`src/rtl/morse_pkg.sv`:
```
// Shared types and letter tables for the Morse lamp sequencer.
package morse_pkg;

  typedef enum logic [1:0] {
    ST_IDLE = 2'd0,
    ST_ON   = 2'd1,
    ST_GAP  = 2'd2
  } state_e;

  localparam logic [2:0] LTR_A = 3'd0;
  localparam logic [2:0] LTR_B = 3'd1;
  localparam logic [2:0] LTR_C = 3'd2;
  localparam logic [2:0] LTR_D = 3'd3;
  localparam logic [2:0] LTR_E = 3'd4;
  localparam logic [2:0] LTR_F = 3'd5;
  localparam logic [2:0] LTR_G = 3'd6;
  localparam logic [2:0] LTR_H = 3'd7;

  // Patterns are left-aligned, MSB sent first, 1 = dash.
  localparam logic [3:0] PAT_A = 4'b0100;
  localparam logic [3:0] PAT_B = 4'b1000;
  localparam logic [3:0] PAT_C = 4'b1010;
  localparam logic [3:0] PAT_D = 4'b1000;
  localparam logic [3:0] PAT_E = 4'b0000;
  localparam logic [3:0] PAT_F = 4'b0010;
  localparam logic [3:0] PAT_G = 4'b1100;
  localparam logic [3:0] PAT_H = 4'b0000;

  localparam logic [2:0] LEN_A = 3'd2;
  localparam logic [2:0] LEN_B = 3'd4;
  localparam logic [2:0] LEN_C = 3'd4;
  localparam logic [2:0] LEN_D = 3'd3;
  localparam logic [2:0] LEN_E = 3'd1;
  localparam logic [2:0] LEN_F = 3'd4;
  localparam logic [2:0] LEN_G = 3'd3;
  localparam logic [2:0] LEN_H = 3'd4;

endpackage

```
`src/rtl/morse_rom.sv`:
```
// Combinational letter -> {pattern, length} lookup.
module morse_rom
  import morse_pkg::*;
(
  input  logic [2:0] letter_i,
  output logic [3:0] pattern_o,
  output logic [2:0] len_o
);

  always_comb begin
    pattern_o = PAT_E;
    len_o     = LEN_E;
    case (letter_i)
      LTR_A: begin pattern_o = PAT_A; len_o = LEN_A; end
      LTR_B: begin pattern_o = PAT_B; len_o = LEN_B; end
      LTR_C: begin pattern_o = PAT_C; len_o = LEN_C; end
      LTR_D: begin pattern_o = PAT_D; len_o = LEN_D; end
      LTR_E: begin pattern_o = PAT_E; len_o = LEN_E; end
      LTR_F: begin pattern_o = PAT_F; len_o = LEN_F; end
      LTR_G: begin pattern_o = PAT_G; len_o = LEN_G; end
      LTR_H: begin pattern_o = PAT_H; len_o = LEN_H; end
      default: begin pattern_o = PAT_E; len_o = LEN_E; end
    endcase
  end

endmodule

```
`src/rtl/morse_sequencer.sv`:
```
// Morse lamp controller: latches a letter, paces dots/dashes/gaps off a unit tick.
module morse_sequencer
  import morse_pkg::*;
#(
  parameter int TICK_DIV   = 25_000_000,
  parameter int DASH_UNITS = 3
) (
  input  logic       clk,
  input  logic       reset,
  input  logic       start,
  input  logic [2:0] letter,
  output logic       light,
  output logic       is_dash,
  output logic       busy,
  output logic       done
);

  localparam int PW = (TICK_DIV > 1) ? $clog2(TICK_DIV) : 1;

  state_e        state_q, state_d;
  logic [PW-1:0] presc_q, presc_d;
  logic [3:0]    shift_q, shift_d;
  logic [2:0]    rem_q, rem_d;
  logic [1:0]    unit_q, unit_d;
  logic          done_q, done_d;

  logic          tick;
  logic [1:0]    unit_inc;
  logic [1:0]    sym_units;
  logic [3:0]    rom_pattern;
  logic [2:0]    rom_len;

  morse_rom u_rom (
    .letter_i  (letter),
    .pattern_o (rom_pattern),
    .len_o     (rom_len)
  );

  assign tick      = (presc_q == PW'(TICK_DIV - 1));
  assign unit_inc  = unit_q + 2'd1;
  assign sym_units = shift_q[3] ? 2'(DASH_UNITS) : 2'd1;

  always_comb begin
    state_d = state_q;
    presc_d = tick ? '0 : presc_q + PW'(1);
    shift_d = shift_q;
    rem_d   = rem_q;
    unit_d  = unit_q;
    done_d  = 1'b0;
    case (state_q)
      ST_IDLE: begin
        if (start) begin
          shift_d = rom_pattern;
          rem_d   = rom_len;
          unit_d  = '0;
          presc_d = '0;
          state_d = ST_ON;
        end
      end
      ST_ON: begin
        if (tick) begin
          if (unit_inc == sym_units) begin
            unit_d  = '0;
            rem_d   = rem_q - 3'd1;
            state_d = ST_GAP;
          end else begin
            unit_d = unit_inc;
          end
        end
      end
      ST_GAP: begin
        if (tick) begin
          if (rem_q == 3'd0) begin
            state_d = ST_IDLE;
            done_d  = 1'b1;
          end else begin
            shift_d = {shift_q[2:0], 1'b0};
            state_d = ST_ON;
          end
        end
      end
      default: state_d = ST_IDLE;
    endcase
  end

  always_ff @(posedge clk) begin
    if (reset) begin
      state_q <= ST_IDLE;
      presc_q <= '0;
      shift_q <= '0;
      rem_q   <= '0;
      unit_q  <= '0;
      done_q  <= 1'b0;
    end else begin
      state_q <= state_d;
      presc_q <= presc_d;
      shift_q <= shift_d;
      rem_q   <= rem_d;
      unit_q  <= unit_d;
      done_q  <= done_d;
    end
  end

  // Outputs decode straight from flops, so they are registered without extra latency.
  assign light   = (state_q == ST_ON);
  assign is_dash = (state_q == ST_ON) && shift_q[3];
  assign busy    = (state_q == ST_ON) || (state_q == ST_GAP);
  assign done    = done_q;

endmodule

```
`config.mk`:
```
export PLATFORM = sky130hd
export DESIGN_NAME = morse_sequencer
export DESIGN_NICKNAME = d
export VERILOG_FILES = /design/src/rtl/morse_pkg.sv /design/src/rtl/morse_rom.sv /design/src/rtl/morse_sequencer.sv
export SDC_FILE = /design/constraint.sdc
export NUM_CORES = 1
export LEC_CHECK = 0
export ABC_CLOCK_PERIOD_IN_PS = 5700
export BUFFER_PORTS_ARGS = -buffer_cell sky130_fd_sc_hd__clkbuf_2
export CORE_ASPECT_RATIO = 0.8
export CORE_MARGIN = 4
export CORE_UTILIZATION = 55
export DETAILED_ROUTE_END_ITERATION = 16
export PLACE_DENSITY = 0.81
export SLEW_MARGIN = 20
export SYNTH_ARGS = -nofsm -noshare
export SYNTH_HDL_FRONTEND = slang
export SYNTH_HIERARCHICAL = 1
export SYNTH_SLANG_ARGS = --single-unit
export TNS_END_PERCENT = 10
```
`constraint.sdc`:
```
create_clock -name clk -period 5.7 [get_ports clk]
set_clock_uncertainty 0.05 [all_clocks]
set_input_delay 0.855 -clock clk [delete_from_list [all_inputs] [get_ports clk]]
set_output_delay 0.855 -clock clk [all_outputs]
set_load 0.005 [all_outputs]
```
==> results.ini <==
[outcome]
outcome = completed

[setup_path]
crit_chain = or4b_4 -> or4b_4 -> nor3_4 -> or3_1 -> nor2_1
reg2reg_depth = 5
path_delay_family = simple AND/OR/NAND/NOR gates
crit_buf_inv = 0
crit_path_frequent_cell = or4b_4
reg2reg_slack_ps = 2770
critPathKind = reg -> reg
reg2reg_from = presc_q[6]
path_max_fanout = 25
cp_slowest_cell = or3_1
arrival_ps = 3020
cp.required_ps = 5790
start_kind = register
worst_setup_path_end_kind = register
critical-path-max-stage-delay_ps = 730
r2r_end = presc_q[21]

[clocking]
max-clock-path-buffers = 2
postCtsHoldBufs = 0
cts_tree = done
cts_setup_buffers = 0
post_cts_resized = 0
cts.sink_count = 37
cts.clk_slew.worst_paths_ps = 80
htree_num_levels = 2
clockRootBuffer = clkbuf_8
clock_latency_ps = 300
numCtsBuffers = 5

[floorplan]
dieArea_um2 = 5017
fp-row-count = 20
ios = 10
die_h_um = 64.16
core_um2 = 3804
die_x_um = 78.20
initial_utilization_pct = 57.01

[yosys]
yosys.area.top_type = dfxtp_1
seq_area_frac_synth_pct = 34.16
synth.cell_area_um2 = 2168
syn_inst = 254
async_flop_share_pct = 0
ys_ff_latch = 37
synth_nets = 271
synthFlopType = dfxtp_1
synth-edff-count = 0
yosys.cell_types.count = 42
synth_area_leaders = dfxtp_1 34%, xnor2_1 7.3%, nor2_1 6.8%
synth.top_cell.area_share_pct = 34.16
avgSynthCellArea_um2 = 8.537
yosys_warnings = 6

[detailed_routing]
drt_pass1_iterations = 4
vias_per_cell = 5.509
drc = 0
drt-wirelength-per-cell_um = 13.76
ant_nets = 0
route.vias.total = 1741
wirelength_um = 4347
drtIter0Drc = 201

[place]
place_inst = 308
hpwl_um = 3158
port_buffers = 9
gp_congestion = 0.8359
place_area_um2 = 2203

[cells_and_area]
antenna_cells = 0
design_area_um2 = 2337
syn_to_final_growth_pct = 7.790
drive_gt1_share_pct = 9.195
nNetsFinal = 277
fin_cells = 316

[timing]
grt_setup_unrepaired = no
finalSetupViolations = 0
slew_violations = 0
slew-limit-headroom_pct = 34.60
fmax_ghz = 0.3412
finalHoldViolations = 0
period_needed_ps = 2931
worst_pin_slew_ps = 972.1
period_share_pct = 51.42
setup_tns_ps = 0

[global_routing]
grt_antenna_before_repair = 0
grt_overflow = 0
grt_max_degree = 26
grt_pass1_wl_um = 7479
grt_usage_pct = 19.12
grt_pass1_vias = 1610

[worst_hold_path]
hold_start = presc_q[0]
hold_end = presc_q[0]
hold_class = reg -> reg
whs_path_depth = 1

[power]
power.density_nw_per_um2 = 302.0
ir_drop_mv = 0.2024
cellLeakagePower_uw = 0.0008417
total_power_uw = 705.8

[run]
drv_cap = 0

## cells by family (layout without fill, tap and decap cells)
kind of cell	Yosys count	in the layout	share of synthesized area (%)
compound gates	35	35	11.31
mux	10	10	5.078
buf+inv	25	32	6.232
other cells	1	1	0.1729
simple gates	111	111	27.01
fa+ha+maj	11	11	6.347
flops	37	37	34.16
xor+xnor	24	24	9.694
## cell type report
cell class / count / area, um2
clock buffer: 5 / 68.82
clock inverter: 3 / 65.06
fill: 345 / 1466
inverter: 15 / 56.30
multi-input combinational: 192 / 1292
sequential: 37 / 740.7
tap: 55 / 68.82
timing repair buffer: 9 / 45.04
## through the flow
step	util (%)	worst slack, ps	hold WS (ps)
final	61.45	2769	422.8
after CTS	61.45	2767	427.5
after detailed placement	57.93	2797	408.5
after global routing	61.45	2551	476.8
after floorplan	-	3408	387.7
after global placement	57.93	2895	409.9
## placed cells by master, fill, tap and decap left out, types with 6 or more instances in the layout
cell type,n
dfxtp_1,37
nand2_1,13
xor2_1,6
nor3_1,6
xnor2_1,18
clkbuf_2,9
a21oi_1,9
nor2_1,39
nor4_1,9
nand3_1,11
nor2b_1,8
inv_1,15
mux2i_1,8
ha_1,11
## synthesized netlist by cell type, types with 4 or more instances
master    count
nand3_1      11
mux2i_1       8
nor4_1        9
o21ai_0       4
nand4_1       4
a31oi_1       4
a21oi_1       9
inv_1        15
xnor2_1      18
ha_1         11
nand2_1      13
xor2_1        6
nor2_1       39
clkbuf_1      5
or3_1         4
dfxtp_1      37
and4_1        5
nor3_1        6
nor2b_1       8
## per-layer routing
layer | track usage, % | share of wire [%] | up-vias
li1 | - | - | 907
met1 | 26.54 | 52 | 800
met2 | 27.56 | 42 | 27
met3 | 6.479 | 4.1 | 7
met4 | 6.550 | 2.0 | 0
met5 | 0 | 0 | -
## state kept, by name, summed over array words and instances (netlist names)
signal,count
state_q,2
unit_q,2
presc_q,25
shift_q,4
rem_q,3
done,1
## where the power goes
group	switching [uW]	leakage, uW	internal (uW)	total [uW]
clock network	96.8	0.0000681	174	271
logic	93.1	0.000474	58.5	152
registers	11.4	0.000300	272	284
## worst reg2reg max path: stages, from the launching register on
cell	delay, ps
dfxtp_1	360
or4b_4	530
or4b_4	570
nor3_4	390
or3_1	730
nor2_1	150
## worst max path at each step
stage / slack [ps] / depth (start not counted) / end / from
floorplan: 3410 / 7 / presc_q[11] / presc_q[17]
global placement: 2890 / 5 / presc_q[4] / presc_q[6]
detailed placement: 2800 / 5 / presc_q[21] / presc_q[6]
CTS: 2770 / 5 / presc_q[21] / presc_q[6]
global route: 2550 / 5 / presc_q[2] / presc_q[6]
finish: 2770 / 5 / presc_q[21] / presc_q[6]
No activity file was read; power rests on OpenSTA's default activity.
